**config.mk**
```make
export PLATFORM = sky130hd
export DESIGN_NAME = keypad_scanner_flat
export DESIGN_NICKNAME = d
export VERILOG_FILES = /design/src/rtl/keypad_if.sv /design/src/rtl/keypad_scanner.sv /design/src/flat_wrapper.sv
export SDC_FILE = /design/constraint.sdc
export NUM_CORES = 1
export LEC_CHECK = 0
export ABC_CLOCK_PERIOD_IN_PS = 4200
export CORE_ASPECT_RATIO = 1.4
export CORE_UTILIZATION = 45
export CTS_BUF_LIST = sky130_fd_sc_hd__clkbuf_4
export CTS_CLUSTER_SIZE = 14
export DETAILED_ROUTE_END_ITERATION = 7
export HOLD_SLACK_MARGIN = 0.06
export SLEW_MARGIN = 20
export SYNTH_ARGS = -nofsm -noshare
export SYNTH_HDL_FRONTEND = slang
export SYNTH_SLANG_ARGS = --single-unit
```
**constraint.sdc**
```tcl
create_clock -name clk -period 4.2 [get_ports clk]
set_input_delay 0.84 -clock clk [delete_from_list [all_inputs] [get_ports clk]]
set_output_delay 0.84 -clock clk [all_outputs]
set_load 0.005 [all_outputs]
```
**src/rtl/keypad_if.sv**
```systemverilog
// Keypad panel bundle: active-low row sense lines in, active-low column strobes and decoded key out.
// The scanner uses the master view; the panel/consumer side uses the slave view.
interface keypad_if;
  logic [3:0] row;
  logic [3:0] column;
  logic [3:0] key;
  logic       key_valid;
  logic       key_held;

  modport master (input row, output column, key, key_valid, key_held);
  modport slave  (output row, input column, key, key_valid, key_held);
endinterface

```
**src/rtl/keypad_scanner.sv**
```systemverilog
// 4x4 matrix keypad scanner: strobes one column per slot, samples rows on the slot's last cycle,
// classifies each full scan and debounces presses/releases across consecutive scans.
module keypad_scanner #(
  parameter int SCAN_TICKS     = 100000,
  parameter int DEBOUNCE_SCANS = 4
) (
  input  logic     clk,
  input  logic     srst,
  keypad_if.master kp
);

  localparam int TICK_W = $clog2(SCAN_TICKS);
  localparam int CNT_W  = $clog2(DEBOUNCE_SCANS + 1);
  localparam logic [TICK_W-1:0] TICK_LAST = TICK_W'(SCAN_TICKS - 1);
  localparam logic [TICK_W-1:0] TICK_ONE  = TICK_W'(1);
  localparam logic [CNT_W-1:0]  CNT_DONE  = CNT_W'(DEBOUNCE_SCANS);
  localparam logic [CNT_W-1:0]  CNT_ONE   = CNT_W'(1);

  typedef enum logic [1:0] {IDLE, DEBOUNCE, PRESSED} state_t;

  // Rows 0..2 of columns 0..2 form the digit block 1..9; row 3 and column 3 are special.
  function automatic logic [3:0] key_map(input logic [1:0] r, input logic [1:0] c);
    if (c == 2'd3)      key_map = 4'hA + {2'b00, r};
    else if (r == 2'd3) key_map = (c == 2'd0) ? 4'h0 : (c == 2'd1) ? 4'hF : 4'hE;
    else                key_map = {2'b00, r} * 4'd3 + {2'b00, c} + 4'd1;
  endfunction

  logic [3:0]        row_meta_reg, row_sync_reg;
  logic [TICK_W-1:0] tick_reg;
  logic [1:0]        col_reg;
  logic [1:0]        acc_cnt_reg;
  logic [3:0]        acc_code_reg;
  state_t            state_reg, state_next;
  logic [3:0]        cand_reg, cand_next;
  logic [CNT_W-1:0]  cnt_reg, cnt_next;
  logic [CNT_W-1:0]  rel_reg, rel_next;
  logic [3:0]        key_reg, key_next;
  logic              key_valid_reg, key_valid_next;

  logic       slot_end, scan_end;
  logic [3:0] row_code [4];
  logic [2:0] sample_cnt, sum_cnt;
  logic [3:0] sample_code, merged_code;
  logic [1:0] total_cnt;
  logic       scan_none, scan_single;

  generate
    for (genvar gi = 0; gi < 4; gi++) begin : g_row_code
      assign row_code[gi] = key_map(2'(gi), col_reg);
    end
  endgenerate

  assign slot_end = (tick_reg == TICK_LAST);
  assign scan_end = slot_end && (col_reg == 2'd3);

  always_comb begin
    sample_cnt  = '0;
    sample_code = '0;
    for (int r = 3; r >= 0; r--) begin
      if (!row_sync_reg[r]) begin
        sample_cnt  = sample_cnt + 3'd1;
        sample_code = row_code[r];
      end
    end
  end

  // Running low-bit count saturates at 2: anything beyond one press is simply MULTI.
  assign sum_cnt     = {1'b0, acc_cnt_reg} + sample_cnt;
  assign total_cnt   = (sum_cnt >= 3'd2) ? 2'd2 : sum_cnt[1:0];
  assign merged_code = (acc_cnt_reg == 2'd0) ? sample_code : acc_code_reg;
  assign scan_none   = (total_cnt == 2'd0);
  assign scan_single = (total_cnt == 2'd1);

  always_ff @(posedge clk) begin
    if (srst) begin
      row_meta_reg  <= '0;
      row_sync_reg  <= '0;
      tick_reg      <= '0;
      col_reg       <= '0;
      acc_cnt_reg   <= '0;
      acc_code_reg  <= '0;
      state_reg     <= IDLE;
      cand_reg      <= '0;
      cnt_reg       <= '0;
      rel_reg       <= '0;
      key_reg       <= '0;
      key_valid_reg <= 1'b0;
    end else begin
      row_meta_reg <= kp.row;
      row_sync_reg <= row_meta_reg;
      if (slot_end) begin
        tick_reg <= '0;
        col_reg  <= col_reg + 2'd1;
      end else begin
        tick_reg <= tick_reg + TICK_ONE;
      end
      if (scan_end) begin
        acc_cnt_reg  <= '0;
        acc_code_reg <= '0;
      end else if (slot_end) begin
        acc_cnt_reg  <= total_cnt;
        acc_code_reg <= merged_code;
      end
      state_reg     <= state_next;
      cand_reg      <= cand_next;
      cnt_reg       <= cnt_next;
      rel_reg       <= rel_next;
      key_reg       <= key_next;
      key_valid_reg <= key_valid_next;
    end
  end

  always_comb begin
    state_next     = state_reg;
    cand_next      = cand_reg;
    cnt_next       = cnt_reg;
    rel_next       = rel_reg;
    key_next       = key_reg;
    key_valid_next = 1'b0;
    if (scan_end) begin
      unique case (state_reg)
        IDLE: begin
          if (scan_single) begin
            if (DEBOUNCE_SCANS == 1) begin
              state_next     = PRESSED;
              key_next       = merged_code;
              key_valid_next = 1'b1;
              rel_next       = '0;
            end else begin
              state_next = DEBOUNCE;
              cand_next  = merged_code;
              cnt_next   = CNT_ONE;
            end
          end
        end
        DEBOUNCE: begin
          if (!scan_single) begin
            state_next = IDLE;
          end else if (merged_code != cand_reg) begin
            cand_next = merged_code;
            cnt_next  = CNT_ONE;
          end else if (cnt_reg + CNT_ONE == CNT_DONE) begin
            state_next     = PRESSED;
            key_next       = cand_reg;
            key_valid_next = 1'b1;
            rel_next       = '0;
          end else begin
            cnt_next = cnt_reg + CNT_ONE;
          end
        end
        PRESSED: begin
          // MULTI keeps the release count at zero just like a held single key.
          if (!scan_none) begin
            rel_next = '0;
          end else if (rel_reg + CNT_ONE == CNT_DONE) begin
            state_next = IDLE;
            rel_next   = '0;
          end else begin
            rel_next = rel_reg + CNT_ONE;
          end
        end
        default: state_next = IDLE;
      endcase
    end
  end

  assign kp.column    = ~(4'b0001 << col_reg);
  assign kp.key       = key_reg;
  assign kp.key_valid = key_valid_reg;
  assign kp.key_held  = (state_reg == PRESSED);

endmodule

```
**src/flat_wrapper.sv**
```systemverilog
// flat-port wrapper written by rule: the top's interface ports become plain ports
module keypad_scanner_flat 
#(
  parameter int SCAN_TICKS     = 100000,
  parameter int DEBOUNCE_SCANS = 4
)
  (clk, srst, kp_row, kp_column, kp_key, kp_key_valid, kp_key_held);
  keypad_if kp_i ();
  input  logic clk;
  input  logic srst;
  input wire logic [$bits(kp_i.row)-1:0] kp_row;
  output wire logic [$bits(kp_i.column)-1:0] kp_column;
  output wire logic [$bits(kp_i.key)-1:0] kp_key;
  output wire logic [$bits(kp_i.key_valid)-1:0] kp_key_valid;
  output wire logic [$bits(kp_i.key_held)-1:0] kp_key_held;
  assign kp_i.row = kp_row;
  assign kp_column = kp_i.column;
  assign kp_key = kp_i.key;
  assign kp_key_valid = kp_i.key_valid;
  assign kp_key_held = kp_i.key_held;
  keypad_scanner #(.SCAN_TICKS(SCAN_TICKS), .DEBOUNCE_SCANS(DEBOUNCE_SCANS)) u_core (.clk(clk), .srst(srst), .kp(kp_i));
endmodule
```
==> out/results.ini <==
[placement]
gp_congestion = 0.737
dp_slack_ns = 0.484
dp_hpwl_mm = 3.94
dp.cells = 384
port_buffers = 15
placedInstanceArea_um2 = 2960

[timing]
period_minus_slack_ns = 3.72
tightest_slew_ns = 0.672
worst_clock_skew_ns = 0.0154
rsz0062_at_grt = no
final_max_slew_viol_count = 0
slew_headroom_pct = 54.8
tns_ns = 0
hold_viol_final = 0
clock.fmax_ghz = 0.269
layout_setup_ws_ns = 0.478
setup_viol = 0
period_share_pct = 88.6

[finish]
nFillCells = 597
fin_area_um2 = 3040
areaGrowthSynthToFinish_pct = 10.0
drive_above_1_share_pct = 8.07
finalNetCount = 345
diodes = 0
layout.cells.non_filler = 392
largest_reg_flops = 17

[synth]
yosys_warnings = 0
synth_nets = 333
yosysSeqAreaShare_pct = 36.2
synth_flop_cell = dfxtp_1
ys_types = 60
async_reset_ff_share_pct = 0
syn_area_per_cell_um2 = 8.95
synth_area_um2 = 2770
syn-instance-count = 309
synth_seq_cells = 50
synth_edf_count = 0

[cts]
post_cts_resized = 0
cts.sinks = 50
post-cts-setup-buffers = 0
cts.htree.levels = 2
cts-root-buf = clkbuf_4
clkLatencyLatePin_ns = 0.37
cts_buffers = 5
ctsHoldBuffers = 0
cts_max_path_buffers = 2
tritoncts = built
clk_pin_slew_ns = 0.15

[global_route]
gr-total-overflow = 0
grt_max_degree = 21
grt.total_usage_pct = 19.3
antenna_found_initial = 0
grt_pass1_vias = 2085
grt_pass1_wl_mm = 9.51

[job]
max_cap_viol_count = 0

[routing]
firstDrtPassIters = 4
via_per_inst = 5.48
post-route-drc-count = 0
routed-via-count = 2148
ant_nets = 0
wl_per_cell_um = 14.0
routed_wl_mm = 5.48
drt_iter0_drc = 156

[status]
status = finished, final reports clean

[power_and_ir_drop]
clkPwrFrac_pct = 34.1
comb_power_share_pct = 7.3
p_int_w = 0.000657
p_leak_nw = 1.20
switching_share_pct = 22.9
p_sw_w = 0.000195
totalPowerFinal_w = 0.000852
seq_power_share_pct = 58.5
power_density_nw_per_um2 = 280
peakVddDrop_uv = 189

[critical_path]
worstPathArrival_ns = 4.04
critPathCaptureType = flip-flop
worstPathRequired_ns = 4.52
startpoint_type = flip-flop
critical_path.max_fanout = 8
timing_worst_setup_path_type = reg -> reg

[min_path]
hold_path.class = reg -> reg

[floorplan]
fp.dieArea_um2 = 6470
rows = 33
num_io_pins = 16
start_util_pct = 46.8
coreArea_um2 = 5900
dieHeight_um = 94.8
die_x_um = 68.3

## path summary, 6_finish.rpt
| kind | from | end | slack, ns | cells after the start |
|---|---|---|---|---|
| setup / recovery | u_core.row_sync_reg[2]$_SDFF_PP0_ | u_core.cnt_reg[1]$_SDFFE_PP0P_ | 0.48 | 12 |
| hold / removal | u_core.row_meta_reg[1]$_SDFF_PP0_ | u_core.row_sync_reg[1]$_SDFF_PP0_ | 0.45 | 1 |
| setup reg to reg | u_core.row_sync_reg[2]$_SDFF_PP0_ | u_core.cnt_reg[1]$_SDFFE_PP0P_ | 0.48 | 12 |
| hold reg to reg | u_core.row_meta_reg[1]$_SDFF_PP0_ | u_core.row_sync_reg[1]$_SDFF_PP0_ | 0.45 | 1 |
## critical path, cell delays in order (launching register included)
cell,delay [ns]
dfxtp_1,0.49
inv_1,0.08
ha_1,0.32
xnor2_1,0.25
ha_1,0.28
mux2_2,0.27
fa_1,0.43
xnor3_1,0.40
nand3b_1,0.17
nor3_1,0.56
and3_1,0.24
o21ai_1,0.06
a21oi_1,0.13
## stage by stage
stage	hold WS [ns]	utilization, %
after floorplan	0.414	-
after detailed placement	0.434	50.1
after CTS	0.454	51.5
final	0.448	51.5
after global placement	0.419	50.1
after global routing	0.466	51.5
## per-layer routing
metal	track usage (%)	part of all wire, %	routed length (um)	vias up
met3	3.50	2.2	119	8
met4	7.12	2.1	116	0
li1	-	-	-	1104
met1	22.2	45	2450	1017
met2	34.3	51	2790	19
met5	0	0	0	-
## power by group through the flow
stage	Clock (W)	Combinational, W	Sequential (W)
after floorplan	0	0.0000518	0.000504
after global placement	0	0.0000621	0.000509
after detailed placement	0	0.0000632	0.000509
after CTS	0.000303	0.0000637	0.000499
after global routing	0.000313	0.0000716	0.000501
final	0.000291	0.0000625	0.000499
## cells in the mapped netlist (all sizes together), types with 2 or more instances
cell type / n / area [um2]
nand3: 7 / 35.0
a22oi: 4 / 30.0
or4: 2 / 15.0
nor2b: 9 / 56.3
o21ai: 11 / 58.8
xnor2: 9 / 78.8
dfxtp: 50 / 1000
o311a: 2 / 20.0
inv: 15 / 56.3
a31o: 2 / 17.5
a21oi: 16 / 80.1
and4bb: 2 / 25.0
nor2: 40 / 150
nand3b: 3 / 22.5
mux2i: 8 / 80.1
buf: 6 / 37.5
o221ai: 2 / 23.8
nor4b: 4 / 41.3
ha: 17 / 213
nor3: 7 / 35.0
or3: 4 / 25.0
and4: 3 / 31.3
nor4: 4 / 37.5
nand4: 4 / 25.0
clkbuf: 7 / 27.5
xor2: 16 / 140
and3: 3 / 18.8
nand2: 20 / 82.6
nand4b: 2 / 17.5
a211oi: 3 / 32.5
nand2b: 7 / 43.8
o2bb2ai: 3 / 26.3
## cell families (layout without fill, tap and decap cells)
logic type | after synthesis | after routing | synth area share, %
DFF | 50 | 50 | 36.2
muxes | 9 | 9 | 3.30
xor gates and xnor gates | 26 | 26 | 8.73
adders and majority gates | 18 | 18 | 8.42
and+or+nand+nor | 127 | 127 | 25.9
buffers and inverters | 28 | 41 | 4.39
AOI/OAI and AO/OA | 51 | 51 | 13.0
## cell type report
type / instances / area [um2] / area share, %
clock inverter: 1 / 30.0 / 0.987
clock buffer: 7 / 52.6 / 1.73
sequential: 50 / 1000 / 32.9
inverter: 15 / 56.3 / 1.85
timing repair buffer: 18 / 173 / 5.67
multi-input combinational: 231 / 1640 / 54.0
tap: 70 / 87.6 / 2.88
## layout by cell type (no fill, tap or decap), types with 3 or more instances in the layout
master and n:
ha_1 17, clkbuf_4 7, and3_1 3, nand2b_1 7
nor4b_1 3, xnor2_1 9, nand3b_1 3, xor2_1 16
buf_4 3, nor3_1 7, a22oi_1 4, o21ai_0 8
nand3_1 7, mux2i_1 8, dfxtp_1 50, a21oi_1 16
inv_1 15, nor2_1 40, o2bb2ai_1 3, nand2_1 19
or3_1 4, nor2b_1 9, nand4_1 4, clkdlybuf4s50_1 15
Power figures use the tool's default switching activity.
